### src/rtl/divide_pkg.sv
// divide_pkg: shared state encodings, default width and counter sizing for the divider
package divide_pkg;
  typedef enum logic [1:0] {IDLE = 2'b00, RUN = 2'b01, DONE = 2'b10} state_e;
  localparam int N_DEF = 32;
  function automatic int cnt_w(input int n);
    return (n > 1) ? $clog2(n) : 1;
  endfunction
endpackage

### src/rtl/divide_if.sv
// divide_if: LA/LB/s/Finish handshake and operand/result bus shared with the multiplier
interface divide_if #(parameter int n = 32);
  logic         LA;
  logic         LB;
  logic         s;
  logic [n-1:0] DataA;
  logic [n-1:0] DataB;
  logic [n-1:0] Q;
  logic [n-1:0] R;
  logic         Finish;
  logic         DivZero;
  modport master (output LA, LB, s, DataA, DataB, input Q, R, Finish, DivZero);
  modport slave  (input LA, LB, s, DataA, DataB, output Q, R, Finish, DivZero);
endinterface

### src/rtl/divide_step.sv
// divide_step: one combinational restoring step, shift in a dividend bit and try to subtract
module divide_step #(parameter int n = 32) (
  input  logic [n-1:0] r_i,
  input  logic         q_msb_i,
  input  logic [n-1:0] b_i,
  output logic [n-1:0] r_o,
  output logic         q_bit_o
);
  logic [n:0] t;
  logic [n:0] d;
  // Partial remainder is widened by one bit so R[n-1]=1 cannot overflow the compare
  assign t       = {r_i, q_msb_i};
  assign d       = t - {1'b0, b_i};
  assign q_bit_o = t >= {1'b0, b_i};
  assign r_o     = q_bit_o ? d[n-1:0] : t[n-1:0];
endmodule

### src/rtl/divide.sv
// divide: sequential restoring unsigned divider, one quotient bit per clock
module divide
  import divide_pkg::*;
#(parameter int n = N_DEF) (
  input  logic clk,
  input  logic reset,
  divide_if.slave bus
);
  localparam int CW = cnt_w(n);
  state_e        state_q, state_d;
  logic [n-1:0]  q_q, q_d, r_q, r_d, b_q, b_d;
  logic [CW-1:0] cnt_q, cnt_d;
  logic          dz_q, dz_d;
  logic [n-1:0]  r_nx;
  logic          q_bit;
  divide_step #(.n(n)) u_step (
    .r_i     (r_q),
    .q_msb_i (q_q[n-1]),
    .b_i     (b_q),
    .r_o     (r_nx),
    .q_bit_o (q_bit)
  );
  // State and datapath registers; reset wins over everything, including a running division
  always_ff @(posedge clk) begin
    if (reset) begin
      state_q <= IDLE;
      q_q     <= '0;
      r_q     <= '0;
      b_q     <= '0;
      cnt_q   <= '0;
      dz_q    <= 1'b0;
    end else begin
      state_q <= state_d;
      q_q     <= q_d;
      r_q     <= r_d;
      b_q     <= b_d;
      cnt_q   <= cnt_d;
      dz_q    <= dz_d;
    end
  end
  // Next-state and datapath updates; loads only in IDLE, start tests the registered divisor
  always_comb begin
    state_d = state_q;
    q_d     = q_q;
    r_d     = r_q;
    b_d     = b_q;
    cnt_d   = cnt_q;
    dz_d    = dz_q;
    case (state_q)
      IDLE: begin
        q_d = bus.LA ? bus.DataA : q_q;
        b_d = bus.LB ? bus.DataB : b_q;
        if (bus.s && b_q != '0) begin
          r_d     = '0;
          cnt_d   = CW'(n - 1);
          state_d = RUN;
        end else if (bus.s) begin
          q_d     = '1;
          r_d     = q_q;
          dz_d    = 1'b1;
          state_d = DONE;
        end
      end
      RUN: begin
        r_d     = r_nx;
        q_d     = {q_q[n-2:0], q_bit};
        cnt_d   = cnt_q - 1'b1;
        state_d = (cnt_q == '0) ? DONE : RUN;
      end
      DONE: begin
        state_d = bus.s ? DONE : IDLE;
        dz_d    = bus.s ? dz_q : 1'b0;
      end
      default: state_d = IDLE;
    endcase
  end
  assign bus.Q       = q_q;
  assign bus.R       = r_q;
  assign bus.Finish  = state_q == DONE;
  assign bus.DivZero = dz_q;
endmodule

### src/flat_wrapper.sv
// flat-port wrapper written by rule: the top's interface ports become plain ports
module divide_flat import divide_pkg::*;
#(parameter int n = N_DEF)
  (clk, reset, bus_LA, bus_LB, bus_s, bus_DataA, bus_DataB, bus_Q, bus_R, bus_Finish, bus_DivZero);
  divide_if #(.n(n)) bus_i ();
  input  logic clk;
  input  logic reset;
  input wire logic [$bits(bus_i.LA)-1:0] bus_LA;
  input wire logic [$bits(bus_i.LB)-1:0] bus_LB;
  input wire logic [$bits(bus_i.s)-1:0] bus_s;
  input wire logic [$bits(bus_i.DataA)-1:0] bus_DataA;
  input wire logic [$bits(bus_i.DataB)-1:0] bus_DataB;
  output wire logic [$bits(bus_i.Q)-1:0] bus_Q;
  output wire logic [$bits(bus_i.R)-1:0] bus_R;
  output wire logic [$bits(bus_i.Finish)-1:0] bus_Finish;
  output wire logic [$bits(bus_i.DivZero)-1:0] bus_DivZero;
  assign bus_i.LA = bus_LA;
  assign bus_i.LB = bus_LB;
  assign bus_i.s = bus_s;
  assign bus_i.DataA = bus_DataA;
  assign bus_i.DataB = bus_DataB;
  assign bus_Q = bus_i.Q;
  assign bus_R = bus_i.R;
  assign bus_Finish = bus_i.Finish;
  assign bus_DivZero = bus_i.DivZero;
  divide #(.n(n)) u_core (.clk(clk), .reset(reset), .bus(bus_i));
endmodule
### config.mk
export PLATFORM = sky130hd
export DESIGN_NAME = divide_flat
export DESIGN_NICKNAME = d
export VERILOG_FILES = /design/src/rtl/divide_pkg.sv /design/src/rtl/divide_if.sv /design/src/rtl/divide_step.sv /design/src/rtl/divide.sv /design/src/flat_wrapper.sv
export SDC_FILE = /design/constraint.sdc
export NUM_CORES = 1
export LEC_CHECK = 0
export CORE_UTILIZATION = 57
export DETAILED_ROUTE_END_ITERATION = 6
export PLACE_DENSITY = 0.87
export SLEW_MARGIN = 20
export SYNTH_ARGS = -nofsm -noshare
export SYNTH_HDL_FRONTEND = slang
export SYNTH_SLANG_ARGS = --single-unit
### constraint.sdc
create_clock -name clk -period 7.99 [get_ports clk]
set_input_delay 1.9975 -clock clk [delete_from_list [all_inputs] [get_ports clk]]
set_output_delay 1.9975 -clock clk [all_outputs]
set_load 0.01 [all_outputs]
==> flow_metrics.env <==
export IMPL_grt_pass1_wl_mm=33.96
export IMPL_cp_slowest_cell="and2_1"
export IMPL_cp_max_fo=25
export IMPL_p_per_area_nw_per_um2=293.1
export IMPL_postCtsHoldBufs=0
export IMPL_clkTransAtPathRegs_ns=0.07
export IMPL_gp_congestion=0.9058
export IMPL_wl_per_cell_um=18.32
export IMPL_yosysWarnings=0
export IMPL_fmax_mhz=240.3
export IMPL_final_core_util_pct=71.49
export IMPL_finalMaxSlewViolations=0
export IMPL_cp_data_arrival_time_ns=4.45
export IMPL_crit_required_ns=8.28
export IMPL_vias=7331
export IMPL_placementRows=40
export IMPL_layout_common_cells="a21oi_1, clkdlybuf4s50_1, dfxtp_1"
export IMPL_synth_xor_area_share_pct=3.388
export IMPL_endpoint_kind="flop"
export IMPL_grt_util_all_layers_pct=33.60
export IMPL_syn_to_final_growth_pct=22.52
export IMPL_finalHoldViolCount=0
export IMPL_ff_latch_area_um2=2082
export IMPL_postRouteAntennaNets=0
export IMPL_diodes=0
export IMPL_rrSetupSlack_ns=4.42
export IMPL_firstDrtPassIters=5
export IMPL_synth_compound_area_share_pct=30.30
export IMPL_synth_top_family_by_area="compound AO/OA/AOI/OAI gates"
export IMPL_worst_slew_pin_slew_ns=1.114
export IMPL_cts_repair_resize_count=0
export IMPL_die_w_um=112.7
export IMPL_synthSimpleGateAreaFrac_pct=20.63
export IMPL_post_route_period_util_pct=52.08
export IMPL_root_buffer="clkbuf_16"
export IMPL_hold_class="reg2reg"
export IMPL_p_seq_share_pct=27.5
export IMPL_synthAdderAreaFrac_pct=6.203
export IMPL_worstReg2RegStart="u_core.b_q[5]"
export IMPL_rr_endpoint="u_core.bus.R[31]"
export IMPL_p_leak_uw=0.003291
export IMPL_path_class="in2reg"
export IMPL_first_iter_violations=790
export IMPL_fin_crit_ns=4.161
export IMPL_finalClockSkew_ns=0.005508
export IMPL_synth_seq_cells=104
export IMPL_syn_area_per_cell_um2=7.545
export IMPL_hold_path_depth=2
export IMPL_drt_total_wl_mm=21.25
export IMPL_cp_slowest_stage_delay_ns=0.85
export IMPL_async_flop_share_pct=0
export IMPL_mappedNetlistArea_um2=6979
export IMPL_cts_tree="done"
export IMPL_die_area_um2=12690
export IMPL_antenna_found_initial=0
export IMPL_worst_ir_drop_vdd_v=0.0002053
export IMPL_cp_num_buf_inv=1
export IMPL_outcome="complete, no violations"
export IMPL_dpl_hpwl_mm=14.96
export IMPL_vias_per_cell=6.320
export IMPL_synthesis_instances=925
export IMPL_yosysSeqAreaShare_pct=29.83
export IMPL_p_switching_uw=1130
export IMPL_rsz0062_at_grt="no"
export IMPL_rr_worst_depth=7
export IMPL_cts_made_buffers=9
export IMPL_overflow=0
export IMPL_synth_cell_type_count=65
export IMPL_tns_ns=0
export IMPL_power_frac_comb_pct=55.5
export IMPL_setup_viol=0
export IMPL_first_global_vias=6631
export IMPL_timing_slew_headroom_pct=25.57
export IMPL_drive_above_1_share_pct=7.108
export IMPL_crit_family="compound AO/OA/AOI/OAI gates"
export IMPL_hold_end="u_core.b_q[29]"
export IMPL_drv_cap=0
export IMPL_synth_nets=1028
export IMPL_layout_commonest_cell="a21oi_1"
export IMPL_final_nets=1112
export IMPL_startpoint_type="input pin"
export IMPL_synth_mux_area_share_pct=2.456
export IMPL_cts_setup_buffers=0
export IMPL_start_util_pct=58.35
export IMPL_htree_levels=3
export IMPL_drc=0
export IMPL_nFillCells=925
export IMPL_multi_input_area_um2=4412
export IMPL_port_buffers=134
export IMPL_clk_path_buf_depth=2
export IMPL_io_pins=135
export IMPL_cts_sinks=104
export IMPL_synth_edff_count=0
export IMPL_clk_latency_ns=0.36
export IMPL_hold_start="u_core.b_q[29]"
export IMPL_pwr_share_clk_pct=17.1
export IMPL_core_area_um2=11960
export IMPL_p_int_uw=1377
export IMPL_ys_flop_type="dfxtp_1"
export IMPL_p_sw_share_pct=45.07
export IMPL_crit_path_cell_trace="clkdlybuf4s50_1 -> o21ai_2 -> and2_1 -> a21oi_1 -> a311o_1 -> a31oi_1"
export IMPL_grt_max_degree=105
export IMPL_die_h_um=112.7
## cell usage after synthesis, types with 4 or more instances
cell,n,area [µm²]
a211o_1,4,35.03
a211oi_1,17,127.6
a21o_1,16,120.1
a21oi_1,173,865.8
a22oi_1,23,172.7
a311oi_2,16,240.2
a31oi_1,11,68.82
and2_1,7,43.79
and3_1,10,62.56
and4_1,4,35.03
buf_1,4,15.01
buf_2,8,40.04
clkbuf_1,53,198.9
dfxtp_1,104,2082
ha_1,33,412.9
inv_1,53,198.9
mux2i_1,16,160.2
nand2_1,104,390.4
nand3_1,22,110.1
nand3_2,16,160.2
nand3b_1,4,30.03
nand4_1,7,43.79
nor2_1,84,315.3
nor4_1,9,56.30
o21ai_0,21,105.1
o21bai_1,6,45.04
or3_1,13,81.33
xnor2_1,20,175.2
xor2_1,7,61.31
## registers in the layout, summed over array words and instances, names as in the netlist
signal and flops:
u_core.b_q 32, u_core.bus.DivZero 1, u_core.bus.Q 32, u_core.bus.R 32, u_core.cnt_q 5, u_core.state_q 2
## cells by family (layout without fill, tap and decap cells)
logic type / count (synthesis) / after routing
AO/OA/AOI/OAI: 325 / 325
XOR/XNOR: 27 / 27
flip-flops: 104 / 104
AND/OR/NAND/NOR: 296 / 296
adder cells (fa/ha/maj): 34 / 34
multiplexers: 17 / 17
buffers and inverters: 122 / 210
## layer usage
| layer | track usage (%) | wire length [µm] | up-vias | share of wire (%) |
|---|---|---|---|---|
| met1 | 47.01 | 9425 | 3416 | 44 |
| li1 | - | - | 3486 | - |
| met3 | 6.965 | 1850 | 43 | 8.7 |
| met4 | 10.76 | 520 | 0 | 2.4 |
| met5 | 0 | 0 | - | 0 |
| met2 | 51.60 | 9457 | 386 | 44 |
## worst max-delay path by stage
stage / from / end / slack (ns) / depth (start not counted)
after floorplan: bus_s / u_core.bus.R[10] / 4.77 / 6
after global placement: bus_s / u_core.bus.R[29] / 3.33 / 6
after detailed placement: bus_s / u_core.bus.R[31] / 3.22 / 6
after CTS: bus_s / u_core.bus.R[31] / 3.59 / 6
after global routing: bus_s / u_core.bus.R[31] / 3.70 / 6
final: bus_s / u_core.bus.R[31] / 3.83 / 6
## cell type report
class	count	area share, %
clock buffer	10	2.678
clock inverter	5	0.4975
inverter	53	2.327
multi-input combinational	699	51.59
sequential	104	24.35
tap	147	2.151
timing repair buffer	142	16.40
## power groups by stage
stage / sequential, µW / clock, µW / combinational [µW]
finish: 688 / 428 / 1390
detailed placement: 694 / 0 / 1340
global placement: 693 / 0 / 1330
CTS: 683 / 426 / 1360
floorplan: 684 / 0 / 990
global route: 695 / 450 / 1500
## stage by stage
stage	instance area, µm²	setup slack, ns	hold slack (ns)	std cells	total power [µW]
floorplan	6979	4.765	0.4490	925	1674
global placement	8269	3.325	0.4594	1145	2022
detailed placement	8269	3.216	0.4647	1145	2035
CTS	8541	3.591	0.4767	1160	2468
global route	8551	3.702	0.4985	1160	2649
finish	8551	3.829	0.4777	1160	2506
## worst min-delay path, cell delays in order, from the launching register on
cell and delay (ns):
dfxtp_1 0.33, nand2_1 0.06, a21oi_1 0.05
Note: power is estimated with default switching activity, not from simulation.
